<file path="config.mk">
export PLATFORM = sky130hd
export DESIGN_NAME = dma_interrupt_event_gen
export DESIGN_NICKNAME = d
export VERILOG_FILES = /design/src/rtl/dma_interrupt_event_gen.sv
export SDC_FILE = /design/constraint.sdc
export NUM_CORES = 1
export LEC_CHECK = 0
export CORE_ASPECT_RATIO = 1.1
export CORE_MARGIN = 10
export CORE_UTILIZATION = 56
export CTS_CLUSTER_SIZE = 10
export DETAILED_ROUTE_END_ITERATION = 12
export GPL_ROUTABILITY_DRIVEN = 0
export PLACE_DENSITY_LB_ADDON = 0.25
export SLEW_MARGIN = 20
export SYNTH_ARGS = -nofsm -noshare
export SYNTH_HDL_FRONTEND = slang
export SYNTH_SLANG_ARGS = --single-unit
</file>
<file path="constraint.sdc">
create_clock -name sys_clk_i -period 3.95 [get_ports sys_clk_i]
set_clock_uncertainty 0.1 [all_clocks]
set_input_delay 0.5925 -clock sys_clk_i [delete_from_list [all_inputs] [get_ports sys_clk_i]]
set_output_delay 0.5925 -clock sys_clk_i [all_outputs]
set_load 0.02 [all_outputs]
</file>
<file path="src/rtl/dma_interrupt_event_gen.sv">
// Turns per-channel DMA completion strobes into queued, rate-limited interrupt event pulses.
// Optional build macro DMA_IRQ_EVENT_COALESCE_EN collapses the pending queue into a 1-bit flag.
module dma_interrupt_event_gen #(
   parameter int NUM_EVENTS = 4,
   parameter int PULSE_HIGH = 4,
   parameter int PULSE_LOW  = 4,
   parameter int PEND_W     = 5
) (
   input  logic                         sys_clk_i,
   input  logic                         rst_i,
   input  logic [NUM_EVENTS-1:0]        event_strobe_i,
   input  logic [NUM_EVENTS-1:0]        event_en_i,
   input  logic [NUM_EVENTS-1:0]        flush_i,
   input  logic [NUM_EVENTS-1:0]        overflow_clr_i,
   output logic [NUM_EVENTS-1:0]        interrupt_event_o,
   output logic [NUM_EVENTS-1:0]        busy_o,
   output logic [NUM_EVENTS-1:0]        overflow_o,
   output logic [NUM_EVENTS*PEND_W-1:0] pending_cnt_o
);

   typedef enum logic [1:0] {
      ST_IDLE = 2'd0,
      ST_HIGH = 2'd1,
      ST_GAP  = 2'd2
   } state_t;

`ifdef DMA_IRQ_EVENT_COALESCE_EN
   localparam logic [PEND_W-1:0] PEND_MAX = PEND_W'(1);
   localparam logic              OVF_EN   = 1'b0;
`else
   localparam logic [PEND_W-1:0] PEND_MAX = '1;
   localparam logic              OVF_EN   = 1'b1;
`endif

   localparam logic [7:0] HIGH_LD = 8'(PULSE_HIGH - 1);
   localparam logic [7:0] LOW_LD  = 8'(PULSE_LOW - 1);

   genvar k;
   generate
      for (k = 0; k < NUM_EVENTS; k++) begin : g_ch
         state_t            state_q, state_d;
         logic [7:0]        phase_q, phase_d;
         logic [PEND_W-1:0] pend_q, pend_d;
         logic              ovf_q, ovf_d;
         logic              irq_q, busy_q;
         logic              acc, slot, launch, ovf_set;

         always_comb begin
            acc     = event_strobe_i[k] & event_en_i[k];
            slot    = (state_q == ST_IDLE) || ((state_q == ST_GAP) && (phase_q == 8'd0));
            launch  = slot && ((pend_q != '0) || acc) && !flush_i[k];
            ovf_set = 1'b0;
            pend_d  = pend_q;

            // A launch with a queued event takes the oldest; a coincident strobe refills its slot.
            if (flush_i[k]) begin
               pend_d = '0;
            end else if (launch) begin
               if ((pend_q != '0) && !acc) pend_d = pend_q - PEND_W'(1);
            end else if (acc) begin
               if (pend_q == PEND_MAX) ovf_set = OVF_EN;
               else                    pend_d  = pend_q + PEND_W'(1);
            end

            ovf_d = ovf_set | (ovf_q & ~overflow_clr_i[k]);

            state_d = state_q;
            phase_d = phase_q;
            case (state_q)
               ST_IDLE: begin
                  if (launch) begin
                     state_d = ST_HIGH;
                     phase_d = HIGH_LD;
                  end
               end
               ST_HIGH: begin
                  if (phase_q == 8'd0) begin
                     state_d = ST_GAP;
                     phase_d = LOW_LD;
                  end else begin
                     phase_d = phase_q - 8'd1;
                  end
               end
               ST_GAP: begin
                  if (phase_q == 8'd0) begin
                     if (launch) begin
                        state_d = ST_HIGH;
                        phase_d = HIGH_LD;
                     end else begin
                        state_d = ST_IDLE;
                     end
                  end else begin
                     phase_d = phase_q - 8'd1;
                  end
               end
               default: begin
                  state_d = ST_IDLE;
                  phase_d = 8'd0;
               end
            endcase
         end

         always_ff @(posedge sys_clk_i or posedge rst_i) begin
            if (rst_i) begin
               state_q <= ST_IDLE;
               phase_q <= 8'd0;
               pend_q  <= '0;
               ovf_q   <= 1'b0;
               irq_q   <= 1'b0;
               busy_q  <= 1'b0;
            end else begin
               state_q <= state_d;
               phase_q <= phase_d;
               pend_q  <= pend_d;
               ovf_q   <= ovf_d;
               irq_q   <= (state_d == ST_HIGH);
               busy_q  <= (state_d != ST_IDLE) || (pend_d != '0);
            end
         end

         assign interrupt_event_o[k]               = irq_q;
         assign busy_o[k]                          = busy_q;
         assign overflow_o[k]                      = ovf_q;
         assign pending_cnt_o[k*PEND_W +: PEND_W]  = pend_q;
      end
   endgenerate

endmodule

</file>
Yosys cells after proc, flatten, opt, wreduce, memory -nomap -nowiden
Index checks and enable logic that the tools add are counted.

Flip-flop bits (word level): 72. Output and inout bits: 32. Input port bits: 18.

Reduce and logical (&&, ||, !) cells: 56. Muxes and demuxes: 72. Equal/unequal tests: 16. Bitwise operators: 16. Add/sub/neg operators: 12.

Operators with widths (number): 5-bit 2-to-1 mux (20); 8-bit 2-to-1 mux (12); 8-bit one-hot mux with 3 select lines (4); 5-bit nonzero test (8); 8-bit logical NOT (4); 8-bit by 1-bit subtractor with 8-bit output, second input constant (4); 2-bit 2-to-1 mux (12); 2-bit one-hot mux with 3 select lines (4); 5-bit by 1-bit adder with 5-bit output, second input constant (4); 5-bit == test, second input constant (4); 1-bit 2-to-1 mux (20); 5-bit by 1-bit subtractor with 5-bit output, second input constant (4); 2-bit by 1-bit == test with 1-bit output, second input constant (8); 1-bit logical AND (16); 1-bit logical OR (12); 1-bit AND (8); 2-bit == test, second input constant (4); 1-bit logical NOT (8); 2-bit logical NOT (4); 2-bit nonzero test (4); 1-bit NOT (4); 1-bit bitwise OR (4).

Logic depth before layout (Yosys ltp)
Gate-level depths: netlist of the first run.

Word-level depth: 10. Mapped depth: 9. Mapped depth without buffers: 8.

Least setup slack after synthesis of the first run
OpenSTA, ideal clock, no wires.

Path type: register -> register. From: register g_ch[2].phase_q[0]. To: register g_ch[2].busy_q. Setup slack: 1.006 ns. Stages on the path, launching flop included: 10. Path buffers: 1. Arrival: 2.705 ns. Clock period less this slack: 2.944 ns. Cell sequence: dfrtp_1 inv_1 ha_1 or4b_4 o41a_4 or3_1 buf_6 mux2_2 a21oi_2 or4_1.

Elaborated cells on any way between the ends: 15. Those cells by class: mux: 7; reduce/logical: 8.

RTL lines: start, declared (line 42) `logic [7:0] phase_q, phase_d;`; start signal, assigned (line 113) `phase_q <= phase_d;`; 8-bit logical NOT (line 50) `slot = (state_q == ST_IDLE) || ((state_q == ST_GAP) && (phase_q == 8'd0));`; 1-bit logical AND (line 50); 1-bit logical OR (line 50); 1-bit logical AND (2 in series) (line 51) `launch = slot && ((pend_q != '0) || acc) && !flush_i[k];`; 5-bit 2-to-1 mux (line 58) `end else if (launch) begin`; 5-bit 2-to-1 mux (line 56) `if (flush_i[k]) begin`; net g_ch[2].pend_d[4] (line 43) `logic [PEND_W-1:0] pend_q, pend_d;`; 5-bit nonzero test (line 117) `busy_q <= (state_d != ST_IDLE) || (pend_d != '0);`; 1-bit logical OR (line 117); end signal, assigned (line 117); end, declared (line 45) `logic irq_q, busy_q;`.

The timed path passes the listed nets, and every way through them passes these cells.

Worst setup path after layout of the first run
Ends and elaborated chain as after synthesis.

==> results.tsv, run 1 <==
stage	metric	value	unit
timing	fmax	324	MHz
global_routing	grt_pass1_wl	17.6	mm
global_routing	grt_max_degree	30	
worst_hold_path	holdCritPathClass	flip-flop to flip-flop	
drt	dr_total_vias	4189	
pwr	powerDensity	750	nW/um^2
finish	finalNetCount	616	
global_routing	grt_pass1_vias	4018	
floorplanning	fp.dieW	108	um
placed_design	placed_area	5190	um^2
critical_path	required	4.07	ns
timing	maxSlewViolCount	0	
clock_network	cts_resized	0	
critical_path	reg2reg_to	g_ch[2].busy_q$_DFF_PP0_	
timing	post-route-min-period	3.09	ns
pwr	peakVddDrop	0.478	mV
global_routing	grt_use_total	16.6	%
clock_network	cts_hold_buf	0	
finish	fillers	677	
timing	setup_viol	0	
global_routing	antenna_found_initial	0	
drt	drtAntennaViolNets	0	
worst_hold_path	hold_depth	2	
timing	hold_violations	0	
synth	ys_seq_area_share	38.0	%
timing	rsz0062_at_grt	false	
clock_network	cts.sinks	72	
synth	ys_seq_elements	72	
synth	netlist.area_leader.share	38.0	%
critical_path	crit_start	g_ch[2].phase_q[0]$_DFF_PP0_	
timing	relSlewSlack	53.7	%
critical_path	path_max_fanout	6	
pwr	leakage	2.27	nW
drt	detail_route.wl_per_cell	14.6	um
placed_design	place_hpwl	7.57	mm
synth	synth_edf_count	0	
run	maxCapViolations	0	
floorplanning	dieArea	12500	um^2
clock_network	cts_buffer_depth	2	
drt	drt_iter0_drc	192	
clock_network	clockRootBuffer	clkbuf_8	
critical_path	timing.reg2reg.worst_path_depth	8	
critical_path	critPathKind	flip-flop to flip-flop	
timing	tns	0	ns
floorplanning	start_util	56.9	%
timing	setup_ws	0.862	ns
finish	syn2layout_area_growth	14.5	%
floorplanning	coreArea	8320	um^2
synth	syn_nets	590	
finish	diodes	0	
synth	synth_cells	555	
pwr	total_power	0.00407	W
clock_network	cts_buffers	9	
critical_path	r2r_start	g_ch[2].phase_q[0]$_DFF_PP0_	
synth	syn_area	4740	um^2
timing	worstMarginPinSlew	0.689	ns
finish	layout-drive-gt1-share	7.01	%
critical_path	regToRegSetupSlack	0.86	ns
drt	viasPerCell	6.02	
floorplanning	rows	35	
floorplanning	io-pin-count	50	
timing	hold_ws	0.426	ns
synth	yosysWarnings	0	
placed_design	place_ws	0.857	ns
clock_network	h-tree-depth	3	
global_routing	overflow	0	
synth	async_reset_ff_share	100	%
drt	route.detailed.drc	0	
outcome	status	completed	
placed_design	io_buffers	49	
critical_path	endpoint	g_ch[2].busy_q$_DFF_PP0_	
synth	yosysMostFrequentCell	dfrtp_1	
synth	yosys.area.top_type	dfrtp_1	
clock_network	post_cts_buffers	0	
critical_path	arrival	3.21	ns
synth	syn_area_per_cell	8.54	um^2
floorplanning	die_h	116	um
synth	synth_area_leaders	dfrtp_1 (38%), o21ai_0 (5.1%), a21oi_1 (4.9%), ha_1 (4.5%), nor2_1 (3.8%)	
drt	dr.pass1.iters	5	
timing	finalCritPeriodShare	78.2	%
clock_network	tritoncts	built	
synth	yosysUniqueCellTypes	68	
critical_path	cp-end-kind	flip-flop	
clock_network	clock_latency	0.35	ns
drt	wl	10.2	mm
synth	synthTopCellsByCount	dfrtp_1 (72), nor2_1 (48), o21ai_0 (48)	
finish	final_area	5420	um^2
synth	ys.flop_type	dfrtp_1	
critical_path	start_kind	flip-flop	
clock_network	cts.clk_slew.worst_paths	0.08	ns
-- area by class of cell --
| type | instances | area [um^2] | area share, % |
|---|---|---|---|
| Clock buffer | 9 | 124 | 2.28 |
| Clock inverter | 6 | 109 | 2.01 |
| Inverter | 31 | 116 | 2.15 |
| Multi-Input combinational cell | 414 | 2610 | 48.2 |
| Sequential cell | 72 | 1800 | 33.2 |
| Tap cell | 111 | 139 | 2.56 |
| Timing Repair Buffer | 53 | 520 | 9.60 |
-- worst max-delay path, stage by stage, from the launching register on --
cell	delay, ns
dfrtp_1	0.40
inv_1	0.08
ha_1	0.20
or4b_4	0.52
o41a_4	0.40
or3_1	0.47
mux2_2	0.28
a21oi_2	0.06
or4_1	0.46
-- how the worst min path moves through the flow --
stage                                        end                    startpoint  slack (ns)
detailed placement       g_ch[0].ovf_q$_DFF_PP0_       g_ch[0].ovf_q$_DFF_PP0_        0.40
global route        g_ch[3].phase_q[3]$_DFF_PP0_  g_ch[3].phase_q[3]$_DFF_PP0_        0.45
finish                   g_ch[0].ovf_q$_DFF_PP0_       g_ch[0].ovf_q$_DFF_PP0_        0.43
CTS                 g_ch[3].phase_q[3]$_DFF_PP0_  g_ch[3].phase_q[3]$_DFF_PP0_        0.43
floorplan                g_ch[0].ovf_q$_DFF_PP0_       g_ch[0].ovf_q$_DFF_PP0_        0.35
global placement    g_ch[3].phase_q[3]$_DFF_PP0_  g_ch[3].phase_q[3]$_DFF_PP0_        0.41
-- registers in the layout, indices dropped and copies added (netlist names) --
signal        flops
g_ch.irq_q        4
g_ch.pend_q      20
g_ch.ovf_q        4
g_ch.busy_q       4
g_ch.phase_q     32
g_ch.state_q      8
-- per-layer routing --
metal	share of wire [%]	up-vias	track usage, %
met5	0	-	0
met1	43	1997	19.8
met2	49	109	28.3
met4	1.5	0	6.86
met3	6.2	14	3.64
li1	-	2069	-
-- through the flow --
step / util (%) / instances
2_1_floorplan: - / 555
3_3_place_gp: 62.4 / 681
3_5_place_dp: 62.4 / 681
4_1_cts: 65.2 / 696
5_1_grt: 65.2 / 696
6_report: 65.2 / 696
-- power breakdown --
group | leakage, nW | switching (W) | internal [W]
clock | 0.119 | 0.000275 | 0.000415
sequential | 0.924 | 0.000367 | 0.000994
combinational | 1.23 | 0.00113 | 0.000888
-- logic make-up (layout without fill, tap and decap cells) --
group                    Yosys count  count (layout)  synth area share (%)
adder cells (fa/ha/maj)           20              20                  5.12
AND/OR/NAND/NOR                  214             214                  23.8
buffers and inverters             69              99                  6.79
flip-flops                        72              72                  38.0
XOR/XNOR                          10              10                  1.85
multiplexers                      12              12                  2.59
AO/OA/AOI/OAI                    158             158                  21.8
-- cell usage in the layout, fill, tap and decap left out, types with 7 or more instances in the layout --
cell / instances
nor3_1: 22
nand2_1: 42
nand4_1: 9
a21oi_1: 46
clkdlybuf4s50_1: 49
clkbuf_8: 9
nor4_1: 10
o21ai_0: 48
and2_1: 11
or3_1: 7
nor2_1: 48
ha_1: 17
nand3_1: 17
and3_1: 9
dfrtp_1: 72
mux2i_1: 10
o31ai_1: 7
inv_1: 30
Note: power is estimated with default switching activity, not from simulation.
==> inputs of run 2 (changes only) <==
clock period = 3.2 ns   (was 3.95 ns; I/O delays follow)
==> results.tsv, run 2 (synthesized netlist as in run 1, its figures left out) <==
stage	metric	value	unit	change
global_routing	busiest_layer	met2		
critical_path	cp_slowest_cell	or4b_4		
global_routing	met1_usage	19.6	%	-0.15 points
floorplanning	io-pin-count	50		unchanged
pwr	leakage	2.33	nW	+2.4%
drt	route.detailed.drc	0		unchanged
finish	final_common_cell	dfrtp_1		
pwr	peakVddDrop	0.515	mV	+7.7%
timing	maxSlewViolCount	0		unchanged
drt	dr.pass1.iters	5		unchanged
clock_network	cts_buffers	9		unchanged
timing	rsz0062_at_grt	false		
critical_path	cp_num_cells	8		unchanged
timing	fmax	328	MHz	+1.3%
global_routing	antenna_found_initial	0		unchanged
global_routing	gr-usage-met3	4.42	%	+0.77 points
finish	diodes	0		unchanged
floorplanning	rows	35		unchanged
finish	layout-drive-gt1-share	9.02	%	+2.0 points
timing	worstMarginPinSlew	0.541	ns	-0.148 ns
clock_network	cts.sinks	72		unchanged
timing	relSlewSlack	63.6	%	+9.9 points
drt	viasPerCell	5.97		-0.85%
critical_path	arrival	3.17	ns	-0.04 ns
timing	hold_violations	0		unchanged
outcome	status	completed		
clock_network	post_cts_buffers	0		unchanged
placed_design	io_buffers	49		unchanged
clock_network	clockRootBuffer	clkbuf_8		
timing	hold_ws	0.312	ns	-0.114 ns
finish	regMostFlops	g_ch.phase_q		
critical_path	critPathTopFamily	simple AND/OR/NAND/NOR gates		
critical_path	max_stage_delay	0.52	ns	about the same
clock_network	cts_hold_buf	0		unchanged
finish	mostFrequentLayoutCells	dfrtp_1 (72), clkdlybuf4s50_1 (49), nor2_1 (48), o21ai_0 (48), a21oi_1 (46)		
finish	fillers	706		+4.3%
finish	largest_reg_flops	32		unchanged
critical_path	worstPathCellList	inv_1 > ha_1 > or4b_4 > o41a_4 > or3_1 > mux2_2 > a21oi_2 > or4_1		
drt	wl	10.1	mm	-0.49%
critical_path	cp-end-kind	flip-flop		
placed_design	place_hpwl	7.60	mm	+0.39%
floorplanning	coreArea	8320	um^2	unchanged
critical_path	timing.reg2reg.worst_path_depth	8		unchanged
timing	setup_ws	0.151	ns	-0.711 ns
global_routing	grt_pass1_vias	3989		-0.72%
drt	detail_route.wl_per_cell	14.3	um	-2.5%
global_routing	grt_use_total	16.6	%	+0.017 points
critical_path	path_buf_inv	1		unchanged
floorplanning	start_util	56.9	%	unchanged
drt	drtAntennaViolNets	0		unchanged
timing	post-route-min-period	3.05	ns	-0.0390 ns
floorplanning	fp.dieW	108	um	unchanged
critical_path	required	3.32	ns	-0.75 ns
drt	drt_iter0_drc	161		-16%
global_routing	grt_max_degree	37		+23%
placed_design	place_ws	0.156	ns	-0.701 ns
global_routing	overflow	0		unchanged
finish	finalNetCount	629		+2.1%
run	maxCapViolations	0		unchanged
floorplanning	die_h	116	um	unchanged
critical_path	start_kind	flip-flop		
timing	tns	0	ns	unchanged
clock_network	h-tree-depth	3		unchanged
finish	multi_input_area	2610	um^2	unchanged
clock_network	cts_resized	0		unchanged
floorplanning	dieArea	12500	um^2	unchanged
clock_network	cts.clk_slew.worst_paths	0.08	ns	about the same
critical_path	critPathKind	flip-flop to flip-flop		
drt	dr_total_vias	4237		+1.1%
pwr	powerDensity	920	nW/um^2	+23%
timing	setup_viol	0		unchanged
timing	finalCritPeriodShare	95.3	%	+17 points
critical_path	path_max_fanout	6		unchanged
clock_network	clock_latency	0.35	ns	about the same
worst_hold_path	holdCritPathClass	primary input to asynchronous set/reset pin		
finish	top_regs	g_ch.phase_q (32), g_ch.pend_q (20), g_ch.state_q (8)		
global_routing	grt_pass1_wl	17.4	mm	-1.0%
global_routing	met2_usage	27.6	%	-0.65 points
clock_network	cts_buffer_depth	2		unchanged
clock_network	tritoncts	built		
finish	syn2layout_area_growth	16.6	%	
finish	seqCellArea	1800	um^2	unchanged
[run 2: final cells by class]
class,instances,share of cell area [%]
clock inverter,5,1.45
sequential,72,32.6
inverter,31,2.11
multi-input combinational,414,47.3
tap,111,2.51
clock buffer,11,2.56
timing repair buffer,66,11.4
[run 2: report_power, final]
group	leakage (nW)	internal, W	total (W)	switching, W
combinational	1.30	0.00119	0.00261	0.00142
clock	0.106	0.000459	0.000795	0.000336
sequential	0.924	0.00123	0.00167	0.000444
[run 2: metal layers]
metal / vias to the layer above / wire length [um]
met3: 14 / 688
met5: - / 0
met1: 2012 / 4420
met4: 0 / 165
li1: 2097 / -
met2: 114 / 4860
[run 2: through the flow]
stage / std cells / instance area, um^2 / total power (W) / util, %
after floorplan: 555 / 4740 / 0.00354 / -
after global placement: 694 / 5300 / 0.00418 / 63.7
after detailed placement: 694 / 5300 / 0.00428 / 63.7
after CTS: 710 / 5520 / 0.00509 / 66.4
after global routing: 710 / 5520 / 0.00554 / 66.4
final: 710 / 5520 / 0.00508 / 66.4
[run 2: final timing paths]
kind                       slack, ns                         start                            to
min reg2reg                     0.40       g_ch[0].ovf_q$_DFF_PP0_       g_ch[0].ovf_q$_DFF_PP0_
max                             0.15  g_ch[2].phase_q[0]$_DFF_PP0_      g_ch[2].busy_q$_DFF_PP0_
max in group asynchronous       2.18                         rst_i  g_ch[2].state_q[0]$_DFF_PP0_
min in group sys_clk_i          0.40       g_ch[0].ovf_q$_DFF_PP0_       g_ch[0].ovf_q$_DFF_PP0_
min                             0.31                         rst_i  g_ch[3].phase_q[7]$_DFF_PP0_
max reg2reg                     0.15  g_ch[2].phase_q[0]$_DFF_PP0_      g_ch[2].busy_q$_DFF_PP0_
